[src/rtl/pid_pkg.sv]
// Shared types and constants for the PID actuator path.
package pid_pkg;
   localparam int unsigned CTRL_W = 16;
   localparam logic [CTRL_W-1:0] CTRL_MAX = 16'h7FFF;
   localparam logic [CTRL_W-1:0] CTRL_MIN = 16'h8000;

   typedef enum logic {RUN, DEAD} pwm_state_t;
endpackage

[src/rtl/pid_pwm_duty_scale.sv]
// Combinational magnitude-to-duty scaling: |control_in| * PERIOD >> 15, -0x8000 saturated.
module pid_pwm_duty_scale
   import pid_pkg::*;
#(
   parameter int unsigned CNT_W  = 10,
   parameter int unsigned PERIOD = 1000
) (
   input  logic [CTRL_W-1:0] control_in,
   output logic [CNT_W-1:0]  duty
);
   localparam int unsigned PROD_W = CTRL_W - 1 + CNT_W;
   localparam logic [PROD_W-1:0] PERIOD_X = PROD_W'(PERIOD);

   logic [CTRL_W-1:0] mag;

   always_comb begin
      if (control_in == CTRL_MIN)
         mag = CTRL_MAX;
      else if (control_in[CTRL_W-1])
         mag = -control_in;
      else
         mag = control_in;
   end

   // mag < 2**15 and PERIOD <= 2**CNT_W, so the product fits PROD_W and the result is < PERIOD
   assign duty = CNT_W'((PROD_W'(mag) * PERIOD_X) >> (CTRL_W - 1));
endmodule

[src/rtl/pid_pwm_actuator.sv]
// PWM + direction actuator with double-buffered duty/dir applied at period boundaries.
// Optional direction-reversal blanking is built when PWM_DEADTIME_EN is defined.
module pid_pwm_actuator
   import pid_pkg::*;
#(
   parameter int unsigned CNT_W    = 10,
   parameter int unsigned PERIOD   = 1000,
   parameter int unsigned DEADTIME = 8
) (
   input  logic              clk,
   input  logic              reset,
   input  logic              enable,
   input  logic [CTRL_W-1:0] control_in,
   input  logic              control_valid,
   output logic              pwm_out,
   output logic              dir_out,
   output logic              sync_out,
   output logic [CNT_W-1:0]  duty_out
);
   localparam logic [CNT_W-1:0] LAST = CNT_W'(PERIOD - 1);

   logic [CNT_W-1:0] cnt, cnt_nxt;
   logic [CNT_W-1:0] duty_pend, duty_pend_nxt;
   logic [CNT_W-1:0] duty_active, duty_active_nxt;
   logic [CNT_W-1:0] duty_scaled, duty_new;
   logic             dir_pend, dir_pend_nxt, dir_nxt, dir_new;
   logic             run_q, boundary, pwm_nxt, sync_nxt;
   pwm_state_t       state, state_nxt;

`ifdef PWM_DEADTIME_EN
   localparam int unsigned DW = (DEADTIME > 1) ? $clog2(DEADTIME) : 1;
   localparam logic [DW-1:0] DEAD_LAST = DW'(DEADTIME - 1);
   logic [DW-1:0] dead_cnt, dead_cnt_nxt;
`endif

   pid_pwm_duty_scale #(
      .CNT_W  (CNT_W),
      .PERIOD (PERIOD)
   ) u_scale (
      .control_in (control_in),
      .duty       (duty_scaled)
   );

   // Outputs are registered from next-state values so pwm_out/sync_out line up with cnt.
   // The first enabled cycle after reset or disable parks cnt at 0 and opens a fresh period.
   always_comb begin
      cnt_nxt         = '0;
      duty_pend_nxt   = duty_pend;
      dir_pend_nxt    = dir_pend;
      duty_active_nxt = duty_active;
      dir_nxt         = dir_out;
      state_nxt       = state;
      boundary        = enable && run_q && (cnt == LAST);
      duty_new        = control_valid ? duty_scaled : duty_pend;
      dir_new         = control_valid ? control_in[CTRL_W-1] : dir_pend;
`ifdef PWM_DEADTIME_EN
      dead_cnt_nxt    = dead_cnt;
`endif

      if (control_valid) begin
         duty_pend_nxt = duty_scaled;
         dir_pend_nxt  = control_in[CTRL_W-1];
      end

      if (enable && run_q && (cnt != LAST))
         cnt_nxt = cnt + CNT_W'(1);

      if (boundary) begin
         duty_active_nxt = duty_new;
         dir_nxt         = dir_new;
      end

`ifdef PWM_DEADTIME_EN
      case (state)
         RUN: begin
            if (boundary && (dir_new != dir_out) && (DEADTIME > 0)) begin
               state_nxt    = DEAD;
               dead_cnt_nxt = '0;
            end
         end
         DEAD: begin
            if (!enable) begin
               state_nxt    = RUN;
               dead_cnt_nxt = '0;
            end else if (boundary && (dir_new != dir_out)) begin
               dead_cnt_nxt = '0;
            end else if (dead_cnt == DEAD_LAST) begin
               state_nxt    = RUN;
               dead_cnt_nxt = '0;
            end else begin
               dead_cnt_nxt = dead_cnt + DW'(1);
            end
         end
         default: state_nxt = RUN;
      endcase
`else
      state_nxt = RUN;
`endif

      pwm_nxt  = enable && (state_nxt == RUN) && (cnt_nxt < duty_active_nxt);
      sync_nxt = enable && (cnt_nxt == '0);
   end

   always_ff @(posedge clk or posedge reset) begin
      if (reset) begin
         cnt         <= '0;
         duty_pend   <= '0;
         duty_active <= '0;
         dir_pend    <= 1'b0;
         dir_out     <= 1'b0;
         pwm_out     <= 1'b0;
         sync_out    <= 1'b0;
         run_q       <= 1'b0;
         state       <= RUN;
`ifdef PWM_DEADTIME_EN
         dead_cnt    <= '0;
`endif
      end else begin
         cnt         <= cnt_nxt;
         duty_pend   <= duty_pend_nxt;
         duty_active <= duty_active_nxt;
         dir_pend    <= dir_pend_nxt;
         dir_out     <= dir_nxt;
         pwm_out     <= pwm_nxt;
         sync_out    <= sync_nxt;
         run_q       <= enable;
         state       <= state_nxt;
`ifdef PWM_DEADTIME_EN
         dead_cnt    <= dead_cnt_nxt;
`endif
      end
   end

   assign duty_out = duty_active;
endmodule

[config.mk]
export PLATFORM = sky130hd
export DESIGN_NAME = pid_pwm_actuator
export DESIGN_NICKNAME = d
export VERILOG_FILES = /design/src/rtl/pid_pkg.sv /design/src/rtl/pid_pwm_duty_scale.sv /design/src/rtl/pid_pwm_actuator.sv
export SDC_FILE = /design/constraint.sdc
export NUM_CORES = 1
export LEC_CHECK = 0
export ABC_AREA = 1
export BUFFER_PORTS_ARGS = -buffer_cell sky130_fd_sc_hd__buf_2
export CORE_MARGIN = 4
export CORE_UTILIZATION = 55
export CTS_BUF_LIST = sky130_fd_sc_hd__clkbuf_16
export CTS_CLUSTER_DIAMETER = 200
export DETAILED_ROUTE_END_ITERATION = 10
export GPL_TIMING_DRIVEN = 0
export PLACE_DENSITY = 0.74
export SLEW_MARGIN = 0
export SYNTH_ARGS = -nofsm -noshare
export SYNTH_HDL_FRONTEND = slang
export SYNTH_HIERARCHICAL = 1
export SYNTH_SLANG_ARGS = --single-unit
[constraint.sdc]
create_clock -name clk -period 3.3 [get_ports clk]
set_clock_uncertainty 0.05 [all_clocks]
set_input_delay 0.33 -clock clk [delete_from_list [all_inputs] [get_ports clk]]
set_output_delay 0.33 -clock clk [all_outputs]
set_load 0.01 [all_outputs]
## After elaboration in Yosys (flattened, before gate mapping)

Cells that the tools add are included.

- Bits in registers: 35
- Input port bits: 20
- Output and inout bits: 13
- Logic and storage cells: 27

- Add/subtract/negate cells: 2
- Multipliers: 1
- Order comparisons: 1
- Equality and inequality tests: 3
- Multiplexer cells: 6
- Reduce and logical (&&, ||, !) cells: 6

Operators with widths:

| operator | number |
|---|---|
| $mux W16 | 2 |
| $mux W10 | 3 |
| $mul A16 B7 Y22 const B | 1 |
| $eq A16 B16 Y1 const B | 1 |
| $neg A16 Y16 | 1 |
| $add A10 B1 Y10 const B | 1 |
| $eq A10 B10 Y1 const B | 1 |
| $logic_not A10 Y1 | 1 |
| $lt A10 B10 Y1 | 1 |
| $ne A10 B10 Y1 const B | 1 |
| $logic_and A1 B1 Y1 | 5 |
| $mux W1 | 1 |

## Longest topological paths before layout

Gate-level depths: netlist of run 1.

- Depth after elaboration: 8
- Depth in mapped cells: 38
- Gate-level depth less buffers: 38

## Hierarchy

Netlist of run 1, hierarchy kept.

By module, submodules not included:

| module | instances | cells each | area each (µm²) | sequential area each (µm²) |
|---|---|---|---|---|
| pid_pwm_duty_scale | 1 | 409 | 3060.4 | 0.0 |
| pid_pwm_actuator | 1 | 207 | 1815.5 | 875.8 |

## Worst setup path after synthesis of run 1

No wires, ideal clock.

- Path type: in2reg
- Start: in control_in[0]
- End: reg pwm_out
- Library setup time: 77 ps
- Data arrival time: 6258 ps
- Data required time: 3173 ps
- Path slack: -3086 ps
- Stages: 35
- Buffers on the path: 1
- Path through: inv_2 -> ha_1 -> nand3_2 -> nor2_4 -> nand2_2 -> clkbuf_1 -> nand2_1 -> nor2_1 -> inv_1 -> ha_1 -> inv_1 -> fa_1 -> inv_1 -> fa_1 -> inv_1 -> fa_1 -> inv_1 -> ha_1 -> a21oi_1 -> a21boi_1 -> nor2_1 -> a2111oi_0 -> nand2_1 -> nand2_1 -> nand2_1 -> or2_2 -> o21ai_0 -> o21ai_2 -> inv_2 -> ha_1 -> nand2_1 -> inv_1 -> a311oi_1 -> o211ai_1 -> a21oi_1

- Cells in the longest elaborated chain, start to end: 8
- Elaborated cells on any way between the ends: 9
- Classes of those cells: 1 x add/sub; 1 x mul; 1 x order compare; 1 x eq/ne; 4 x mux; 1 x reduce/logical

RTL lines:

| what | RTL line | text |
|---|---|---|
| start: declaration | pid_pwm_actuator.sv:13 | `input logic [CTRL_W-1:0] control_in,` |
| $neg A16 Y16 | pid_pwm_duty_scale.sv:20 | `mag = -control_in;` |
| $mux W16 | pid_pwm_duty_scale.sv:19 | `else if (control_in[CTRL_W-1])` |
| $mux W16 (*) | pid_pwm_duty_scale.sv:17 | `if (control_in == CTRL_MIN)` |
| $mul A16 B7 Y22 (*) | pid_pwm_duty_scale.sv:26 | `assign duty = CNT_W'((PROD_W'(mag) * PERIOD_X) >> (CTRL_W - 1));` |
| net duty_scaled[8] | pid_pwm_actuator.sv:25 | `logic [CNT_W-1:0] duty_scaled, duty_new;` |
| $mux W10 (*) | - |  |
| $mux W10 (*) | pid_pwm_actuator.sv:68 | `if (boundary) begin` |
| net duty_active_nxt[8] | pid_pwm_actuator.sv:24 | `logic [CNT_W-1:0] duty_active, duty_active_nxt;` |
| $lt A10 B10 Y1 (*) | pid_pwm_actuator.sv:100 | `pwm_nxt = enable && (state_nxt == RUN) && (cnt_nxt < duty_active_nxt);` |
| $logic_and A1 B1 Y1 (*) | pid_pwm_actuator.sv:100 |  |
| net pwm_nxt | pid_pwm_actuator.sv:27 | `logic run_q, boundary, pwm_nxt, sync_nxt;` |
| end signal: assignment | pid_pwm_actuator.sv:124 | `pwm_out <= pwm_nxt;` |
| end: declaration | pid_pwm_actuator.sv:15 | `output logic pwm_out,` |

The timed path passes the listed nets; every way through them passes the cells marked *.
A chain may end at the register's enable or synchronous reset.

## Final worst setup path of run 1

- Start: in control_in[2]
- End: reg pwm_out

The elaborated chain is that of the path after synthesis.

==> metrics.md, run 1 <==
| Metric | Value |
|---|---|
| Worst path required time | 3410 ps |
| Most frequent CP cell | buf_4 |
| Met2 usage | 43.1% |
| Final instance area | 6680 sq um |
| Met1 GRT Util | 31.8% |
| Met3 Usage GRT | approximately 2.9% |
| I/O Pins | 33 |
| CP startpoint kind | input port |
| Cell Area, Synth | 4880 sq um |
| Reg2reg start | cnt[0]$_DFF_PP0_ |
| Switching Fraction | 49.8% |
| Die width | 102 um |
| Min Hold Slack | 127 ps |
| Net switching power | 3.63 mW |
| Fill cells | 558 |
| Post-Synthesis Net Count | about 750 |
| Die H | 102 um |
| First-pass GRT wire length | 20.4 mm |
| Yosys cell types | 43 |
| DR WL/cell | 15.5 um |
| Crit-path slowest cell | fa_1 |
| CTS sink cnt | 35 |
| Number of routed nets with antenna violations | 0 |
| CP max FO | 4 |
| Cell Rows | 34 |
| HPWL after DPL | 8.55 mm |
| Starting Density | 56.2% |
| Ranking of synthesized cells by area | fa_1 (22%), dfrtp_1 (18%), ha_1 (15%) |
| R2R Path End | pwm_out$_DFF_PP0_ |
| Asr flop ratio synth | 100% |
| IO Port Bufs | 32 |
| Worst VDD drop | 0.847 mV |
| CTS root buf | clkbuf_16 |
| Synth Flop Type | dfrtp_1 |
| Via count | 4480 |
| Area grow syn2layout | 37.0% |
| Vias in the first global route | 4599 |
| Routed wire length | 12.7 mm |
| Leakage | 3.43 nW |
| Post-synth top area share | 21.8% |
| Final Max Tran Viols | 0 |
| Longest Clk Path Bufs | 2 |
| Setup WS post-layout | -2600 ps |
| CTS HTree Levels | 2 |
| Worst-Margin Slew | 738 ps |
| Share of cells above drive strength 1 | 39.0% |
| Most instantiated cells after synthesis | inv_1 (137), nand2_1 (110), ha_1 (58) |
| Max cap viols | 0 |
| Logic pwr share | 86.7% |
| Post-Place Worst Slack | -3380 ps |
| Die area | 10400 sq um |
| Syn Inst Count | between 600 and 700 |
| CP endpoint kind | register |
| Most frequent cell after synthesis | inv_1 |
| Final Hold Fails | 0 |
| Run status | complete, but fails checks |
| Placement Cell Area | ~5500 sq um |
| Hold WC Path Type | input port to async pin |
| Register-to-Register Path Depth | 11 |
| Final #Nets | between 800 and 900 |
| FMAX | 169 MHz |
| Post-synth top area cell | fa_1 |
| Routability congestion estimate from global placement | 0.925 |
| Clock Power Share | 5.9% |
| Overall power | approximately 7.3 mW |
| FF+latch count, synth | 35 |
| Antenna fix cells | 0 |
| PwrDens | roughly 1100 nW/um^2 |
| Grt total ovfl | 0 |
| Post-Place Cells | ~760 |
| Clk_lat worst skew | 280 ps |
| Number of synthesized flops with an enable pin | 0 |
| Core ar. | 8680 sq um |
| RSZ-0062 raised after global routing | true |
| Pin count of the biggest net entering global routing | 36 |
| Critical Path AT | about 6000 ps |
| Post-Layout Cell Count | about 800 |
| # hold bufs at CTS | 0 |
| R2r setup slk | 780 ps |
| CTS tree | done |
| DRC | 0 |
| Total global routing track utilization | between 20% and 30% |
| Final period util | 179% |
| Slew margin rel. | around half |
| Warnings, synthesis | 6 |
| Critical path class | input port to register |
| Post-layout min period | 5900 ps |
| Initial antenna violation count | 0 |
| Violated checks | negative setup slack |
| Crit-path max cell delay | 560 ps |
| Grt peak-use layer | met2 |
| Synthesized area per cell | 7.92 sq um |
| Drt first pass iters | 6 |
| Reg power frac | 7.4% |
| Setup Viol. Count Final | 21 |
| Worst-path clk slew | roughly 50 ps |
| Drt via density | about 5.4 |
| DR iter-0 viols | 236 |
| P_int | ~3.7 mW |
| Post-synthesis sequential area ratio | 18.0% |
| CTS Buf Count | 5 |
[power by group through the flow]
| stage | sequential, mW | combinational [mW] | clock [mW] |
|---|---|---|---|
| 2_1_floorplan | 0.525 | 3.09 | 0 |
| 3_3_place_gp | 0.527 | 3.75 | 0 |
| 3_5_place_dp | 0.529 | 3.83 | 0 |
| 4_1_cts | 0.531 | 5.26 | 0.439 |
| 5_1_grt | 0.543 | 6.88 | 0.466 |
| 6_report | 0.539 | 6.33 | 0.432 |
[worst max path at each step]
stage	depth (start not counted)	end	slack, ps	from
after floorplan	34	pwm_out$_DFF_PP0_	-2540	control_in[0]
after global placement	31	pwm_out$_DFF_PP0_	-3330	control_in[0]
after detailed placement	35	pwm_out$_DFF_PP0_	-3380	control_in[0]
after CTS	36	pwm_out$_DFF_PP0_	-2460	control_in[0]
after global routing	31	pwm_out$_DFF_PP0_	-2940	control_in[2]
final	32	pwm_out$_DFF_PP0_	-2600	control_in[2]
[critical path: cells and delay by family]
family / cells / cell delay, ps
AND/OR/NAND/NOR: 7 / 840
XOR/XNOR: 1 / 120
adder cells (fa/ha/maj): 6 / 2390
AO/OA/AOI/OAI: 9 / 1430
buffers and inverters: 9 / 920
[routing by layer]
layer / up-vias / routed length [um] / part of all wire (%)
li1: 2116 / - / -
met1: 2200 / 5220 / 41
met2: 130 / 6760 / 53
met3: 34 / 505 / 4.0
met4: 0 / 231 / 1.8
met5: - / 0 / 0
[registers in the layout (all words and copies together), names as in the netlist]
signal,count
cnt,10
duty_out,10
duty_pend,10
dir_out,1
dir_pend,1
pwm_out,1
run_q,1
sync_out,1
[through the flow]
stage | util (%) | setup TNS [ps]
floorplan | - | -34180
global placement | 62.8 | -48390
detailed placement | 62.8 | -49330
CTS | 72.7 | -34050
global route | 76.9 | -42280
finish | 76.9 | -37420
[what timing repair did]
| item | 4_1_cts | 5_1_grt |
|---|---|---|
| setup buffers | 39 | 22 |
| cloned | 1 | 0 |
| pin swaps | 60 | 34 |
| resized for setup | 88 | 55 |
| endpoints found under the setup margin | 21 | 21 |
[cells in the final DEF (no fill, tap or decap), drive strengths merged, types with 3 or more instances in the layout]
master	instances
ha	58
o21ai	37
fa	53
inv	152
xnor2	4
a21o	3
nand2	115
nand4	7
nor3	10
nor4	3
or2	11
a21oi	24
nor2	44
nand3	32
xor2	4
o21bai	3
buf	93
clkbuf	10
clkinv	3
dfrtp	35
[area by class of cell]
class	count	area [sq um]	share of cell area [%]
inverter	153	611	9.14
buffer	6	60.1	0.899
clock inverter	2	8.76	0.131
tap	108	135	2.02
multi-input combinational	422	4180	62.6
sequential	35	876	13.1
timing repair buffer	92	682	10.2
clock buffer	5	125	1.87
[kinds of logic (layout without fill, tap and decap cells)]
| logic type | after synthesis | in the layout | share of synthesized area (%) |
|---|---|---|---|
| and+or+nand+nor | 225 | 225 | 21.5 |
| buffers and inverters | 159 | 258 | 12.5 |
| adders and majority gates | 111 | 111 | 36.6 |
| AOI/OAI and AO/OA | 77 | 77 | 9.73 |
| DFF | 35 | 35 | 18.0 |
| xor gates and xnor gates | 8 | 8 | 1.44 |
| muxes | 1 | 1 | 0.231 |
Note: power is estimated with default switching activity, not from simulation.
==> run 2, diff against run 1 <==
- ABC_AREA: 1 -> unset
==> run 2 against run 1 <==
Against the previous run: the run still ends with negative setup slack left; register-to-register slack worse by 730 ps; non-clock buffer count shrank 5; critical path type unchanged; largest power group unchanged; synthesized cell count fell by 18%; highest routed layer unchanged; global-route usage is 2.5 points lower; critical endpoint unchanged; hold slack worse by 7.7 ps.
==> metrics.md, run 2 <==
| Metric | Value |
|---|---|
| Initial antenna violation count | 0 |
| Fin Setup TNS | -53940 ps |
| Crit-path max cell delay | just under 600 ps |
| Worst path required time | 3390 ps |
| Most frequent CP cell | fa_2 |
| Die width | 100 um |
| Multiplexer area fraction after synthesis | 3.39% |
| Post-synthesis xor/xnor area fraction | 5.79% |
| CTS tree | done |
| Die area | 10100 sq um |
| Leakage | approximately 3.0 nW |
| Critical Path AT | between 7000 and 8000 ps |
| Violated checks | negative setup slack |
| Drt first pass iters | 5 |
| Cell Rows | 33 |
| Area grow syn2layout | 26.3% |
| Final instance area | 5930 sq um |
| Run status | complete, but fails checks |
| CTS root buf | clkbuf_16 |
| Setup WS post-layout | -3640 ps |
| Synthesized area per cell | 9.31 sq um |
| FF+latch count, synth | 35 |
| Critical path class | input port to register |
| Main combinational cell family by area after synthesis | adder cells |
| HPWL after DPL | about 7.7 mm |
| Post-Layout Cell Count | 697 |
| Worst-path clk slew | 50 ps |
| Placement Cell Area | 5110 sq um |
| Most frequent cells in the layout | inv_1 (96), ha_1 (49), fa_1 (49), buf_4 (46), dfrtp_1 (35) |
| Yosys cell types | 58 |
| Number of synthesized flops with an enable pin | 0 |
| Asr flop ratio synth | 100% |
| Worst-Margin Slew | 786 ps |
| Setup Viol. Count Final | 21 |
| # hold bufs at CTS | 0 |
| Ranking of synthesized cells by area | fa_1 (23%), dfrtp_1 (19%), ha_1 (15%) |
| IO Port Bufs | 32 |
| CTS Buf Count | 5 |
| Commonest non-fill, non-tap cell in the layout | inv_1 |
| Vias in the first global route | 3910 |
| Post-Place Cells | 641 |
| Core ar. | 8260 sq um |
| RSZ-0062 raised after global routing | true |
| CTS HTree Levels | 2 |
| Final period util | 210% |
| Antenna fix cells | 0 |
| Post-Synth Simple-Gate Area | about an eighth |
| Post-synthesis sequential area ratio | 18.7% |
| Overall power | 6.89 mW |
| Share of cells above drive strength 1 | 30.1% |
| Longest Clk Path Bufs | 2 |
| Slew margin rel. | 47.6% |
| Via count | 3834 |
| CTS sink cnt | 35 |
| Drt via density | 5.50 |
| Post-layout min period | 6940 ps |
| Crit-path slowest cell | or4_4 |
| CP startpoint kind | input port |
| Synth Flop Type | dfrtp_1 |
| Worst VDD drop | 0.991 mV |
| Most frequent cell after synthesis | inv_1 |
| Post-synth top area cell | fa_1 |
| Synth Area in Compound Gates | a little under an eighth |
| FMAX | about 140 MHz |
| Final #Nets | 723 |
| Routability congestion estimate from global placement | 0.891 |
| DR WL/cell | 16.0 um |
| R2r setup slk | 50 ps |
| I/O Pins | 33 |
| Min Hold Slack | 119 ps |
| Warnings, synthesis | 6 |
| Post-Synth Adder-Cell Area | 38.1% |
| Pin count of the biggest net entering global routing | 36 |
| Final Max Tran Viols | 0 |
| CP endpoint kind | register |
| DRC | 0 |
| Grt total ovfl | 0 |
| Clk_lat worst skew | roughly 270 ps |
| Die H | 100 um |
| Hold WC Path Type | input port to async pin |
| CP max FO | 5 |
| Number of routed nets with antenna violations | 0 |
| Post-Route Utilization | 71.8% |
| Post-synth top area share | 22.6% |
| First-pass GRT wire length | 18.0 mm |
| Max cap viols | 0 |
| DR iter-0 viols | 162 |
| Final Hold Fails | 0 |
| Routed wire length | 11.2 mm |
| Most instantiated cells after synthesis | inv_1 (104), ha_1 (58), fa_1 (53) |
| PwrDens | 1160 nW/um^2 |
| Syn Inst Count | approximately 500 |
| Post-Place Worst Slack | -4210 ps |
| Post-Synthesis Net Count | ~640 |
| Cell Area, Synth | 4690 sq um |
| Starting Density | ~57% |
| Total global routing track utilization | between 20% and 30% |
run 2: changes by cell type after synthesis, moves of 5 or more:
cell	delta
xnor2_1	+10
xor2_1	+13
inv_2	-13
inv_1	-33
or2_2	-10
o21ai_2	-12
o21ai_0	-5
nand3_1	-21
a21oi_1	-5
o21a_1	+12
nor2_1	-23
nor3_1	-5
mux2i_1	+11
nand2_1	-67
run 2: final cells by class:
type	instances	area, sq um
Clock buffer	5	125
Fill cell	587	2330
Tap cell	105	131
Multi-Input combinational cell	350	3720
Buffer	11	81.3
Clock inverter	2	8.76
Sequential cell	35	876
Inverter	107	404
Timing Repair Buffer	82	576
run 2: per-layer routing:
metal	vias to the layer above	wire (um)	track usage (%)
li1	1823	-	-
met1	1876	4740	29.3
met2	109	5800	39.3
met3	26	391	2.02
met4	0	224	2.80
met5	-	0	0
run 2: path summary, 6_finish.rpt:
path / cells past startpoint / to / start
setup / recovery: 29 / pwm_out$_DFF_PP0_ / control_in[2]
hold / removal: 2 / run_q$_DFF_PP0_ / reset
setup reg to reg: 13 / pwm_out$_DFF_PP0_ / cnt[0]$_DFF_PP0_
hold reg to reg: 1 / dir_pend$_DFF_PP0_ / dir_pend$_DFF_PP0_
max in group asynchronous: 2 / cnt[5]$_DFF_PP0_ / reset
min in group clk: 1 / run_q$_DFF_PP0_ / enable
run 2: cells by family (layout without fill, tap and decap cells):
group	count (synthesis)	after routing
AO/OA/AOI/OAI	84	84
XOR/XNOR	31	31
adder cells (fa/ha/maj)	111	111
buffers and inverters	119	207
flip-flops	35	35
multiplexers	15	15
AND/OR/NAND/NOR	109	109
run 2: critical path: cells and delay by family:
family / cells / cell delay, ps
xor+xnor: 1 / 250
buf+inv: 4 / 380
fa+ha+maj: 6 / 2540
mux: 1 / 130
simple gates: 9 / 1810
compound gates: 8 / 1580
run 2: what timing repair did:
action                     4_1_cts  5_1_grt
gates cloned                     1        0
setup buffers                   27       26
pin swaps                       45       43
resized for setup               40       36
setup endpoints to repair       21       21
run 2: power breakdown:
| group | total, mW | leakage (nW) | switching (mW) | internal [mW] |
|---|---|---|---|---|
| registers | 0.543 | 0.460 | 0.0208 | 0.522 |
| logic | 5.91 | 2.47 | 2.96 | 2.95 |
| clock network | 0.439 | 0.0671 | 0.168 | 0.271 |
| total | 6.89 | 3.00 | 3.15 | 3.74 |
==> run 3, diff against run 2 <==
- SYNTH_HIERARCHICAL: 1 -> unset
==> run 3 against run 2 <==
Against the previous run: the flow still finishes with violations (negative setup slack); sequential share of layout area increased by 0.20 points; register-to-register slack got worse by 450 ps; sequential cell count unchanged; critical path depth decreased by 1.
==> metrics.md, run 3 <==
| Metric | Value |
|---|---|
| Violated checks | negative setup slack |
| DR iter-0 viols | 222 |
| RSZ-0062 raised after global routing | true |
| Antenna fix cells | 0 |
| Worst-Margin Slew | 741 ps |
| Warnings, synthesis | 0 |
| Ranking of synthesized cells by area | fa_1 (23%), dfrtp_1 (19%), ha_1 (16%) |
| Synth Flop Type | dfrtp_1 |
| CP max FO | 4 |
| Post-layout min period | 6850 ps |
| Initial antenna violation count | 0 |
| Grt total ovfl | 0 |
| Routability congestion estimate from global placement | 0.876 |
| CTS root buf | clkbuf_16 |
| CTS HTree Levels | 2 |
| Longest Clk Path Bufs | 2 |
| Die H | 99.6 um |
| Clk_lat worst skew | 280 ps |
| Final Hold Fails | 0 |
| FMAX | 146 MHz |
| Worst-path clk slew | 60 ps |
| Final #Nets | 689 |
| Critical Path AT | 6960 ps |
| Pin count of the biggest net entering global routing | 36 |
| Core ar. | roughly 8200 sq um |
| Post-Place Worst Slack | -4310 ps |
| Commonest non-fill, non-tap cell in the layout | inv_1 |
| # hold bufs at CTS | 0 |
| DRC | 0 |
| Synthesized area per cell | 9.48 sq um |
| Most frequent cells in the layout | inv_1 (89), fa_1 (49), ha_1 (45), dfrtp_1 (35), nand2_1 (34) |
| Drt first pass iters | 4 |
| Worst path required time | 3420 ps |
| Most frequent cell after synthesis | inv_1 |
| Share of cells above drive strength 1 | 29.5% |
| Drt via density | 5.53 |
| Post-Synthesis Net Count | 618 |
| Total global routing track utilization | 21.9% |
| Slew margin rel. | 50.3% |
| I/O Pins | 33 |
| IO Port Bufs | 32 |
| Post-synth top area share | 23.0% |
| Number of synthesized flops with an enable pin | 0 |
| CTS Buf Count | 5 |
| CP startpoint kind | input port |
| Die width | about 100 um |
| CTS sink cnt | 35 |
| First-pass GRT wire length | approximately 18 mm |
| Syn Inst Count | 487 |
| FF+latch count, synth | 35 |
| Number of routed nets with antenna violations | 0 |
| Asr flop ratio synth | between 90% and 100% |
| Area grow syn2layout | 26.7% |
| Post-Layout Cell Count | 664 |
| Cell Area, Synth | 4620 sq um |
| CP endpoint kind | register |
| Vias in the first global route | 3828 |
| Most instantiated cells after synthesis | inv_1 (94), ha_1 (58), fa_1 (53) |
| Run status | complete, but fails checks |
| Routed wire length | 10.8 mm |
| Min Hold Slack | 33.1 ps |
| Setup Viol. Count Final | 21 |
| HPWL after DPL | roughly 7.9 mm |
| DR WL/cell | 16.2 um |
| Post-synth top area cell | fa_1 |
| Hold WC Path Type | input port to async pin |
| Yosys cell types | 60 |
| CTS tree | done |
| Starting Density | 56.5% |
| Post-synthesis sequential area ratio | 19.0% |
| Setup WS post-layout | -3550 ps |
| Die area | 9920 sq um |
| Cell Rows | 33 |
| Crit-path max cell delay | between 500 and 600 ps |
| Via count | approximately 3700 |
| Max cap viols | 0 |
| Critical path class | input port to register |
| Final Max Tran Viols | 0 |
| Final period util | 208% |
| Post-Place Cells | 624 |
| Crit-path slowest cell | fa_1 |
## run 3: logic make-up (layout without fill, tap and decap cells)
kind of cell / after synthesis / after routing / synth area share [%]
simple gates: 113 / 113 / 12.7
fa+ha+maj: 111 / 111 / 38.7
buf+inv: 101 / 173 / 8.24
compound gates: 89 / 89 / 13.8
flops: 35 / 35 / 19.0
xor+xnor: 29 / 29 / 5.50
mux: 9 / 9 / 2.09
## run 3: timing repair
item	in CTS	in global routing
endpoints found under the hold margin	0	0
endpoints found under the setup margin	21	21
gates resized for setup	42	41
pin swaps	24	36
setup buffers	21	10
## run 3: per-stage QoR
stage | util [%] | area (sq um) | setup TNS (ps)
5_1_grt | 71.5 | 5850 | -54190
2_1_floorplan | - | 4710 | -44440
3_5_place_dp | 61.2 | 5000 | -62540
4_1_cts | 67.6 | 5530 | -49600
6_report | 71.5 | 5850 | -49800
3_3_place_gp | 61.2 | 5000 | -60570
## run 3: final timing paths
path | from | endpoint | slack, ps | cells after the start
worst max register to register | cnt[0]$_DFF_PP0_ | pwm_out$_DFF_PP0_ | -400 | 14
worst min-delay path | reset | cnt[7]$_DFF_PP0_ | 30 | 2
max in group asynchronous | reset | duty_out[1]$_DFF_PP0_ | 2670 | 3
worst min register to register | duty_pend[0]$_DFF_PP0_ | duty_pend[0]$_DFF_PP0_ | 430 | 2
worst max-delay path | control_in[1] | pwm_out$_DFF_PP0_ | -3550 | 28
min in group clk | enable | run_q$_DFF_PP0_ | 190 | 1
## run 3: layer usage
metal  track usage (%)  part of all wire, %
met1              29.6                   44
met2              39.0                   53
met3              1.96                  2.5
met4              3.68                 0.74
met5                 0                    0
## run 3: layout make-up
cell class,count,area (sq um)
buffer,6,32.5
fill,573,2330
clock inverter,3,42.5
tap,105,131
timing repair buffer,64,458
inverter,95,357
sequential,35,876
clock buffer,5,125
multi-input combinational,351,3830
## run 3: worst max-delay path: cells and delay by family
family          cells  cell delay [ps]
fa+ha+maj           6             2180
compound gates      8             1820
simple gates        7             1740
buf+inv             5              510
xor+xnor            1              240
mux                 1              140
Power of run 3 is left out: the tool's default activity adds up to more than one toggle a clock period on the data nets, which glitch-free logic cannot reach.
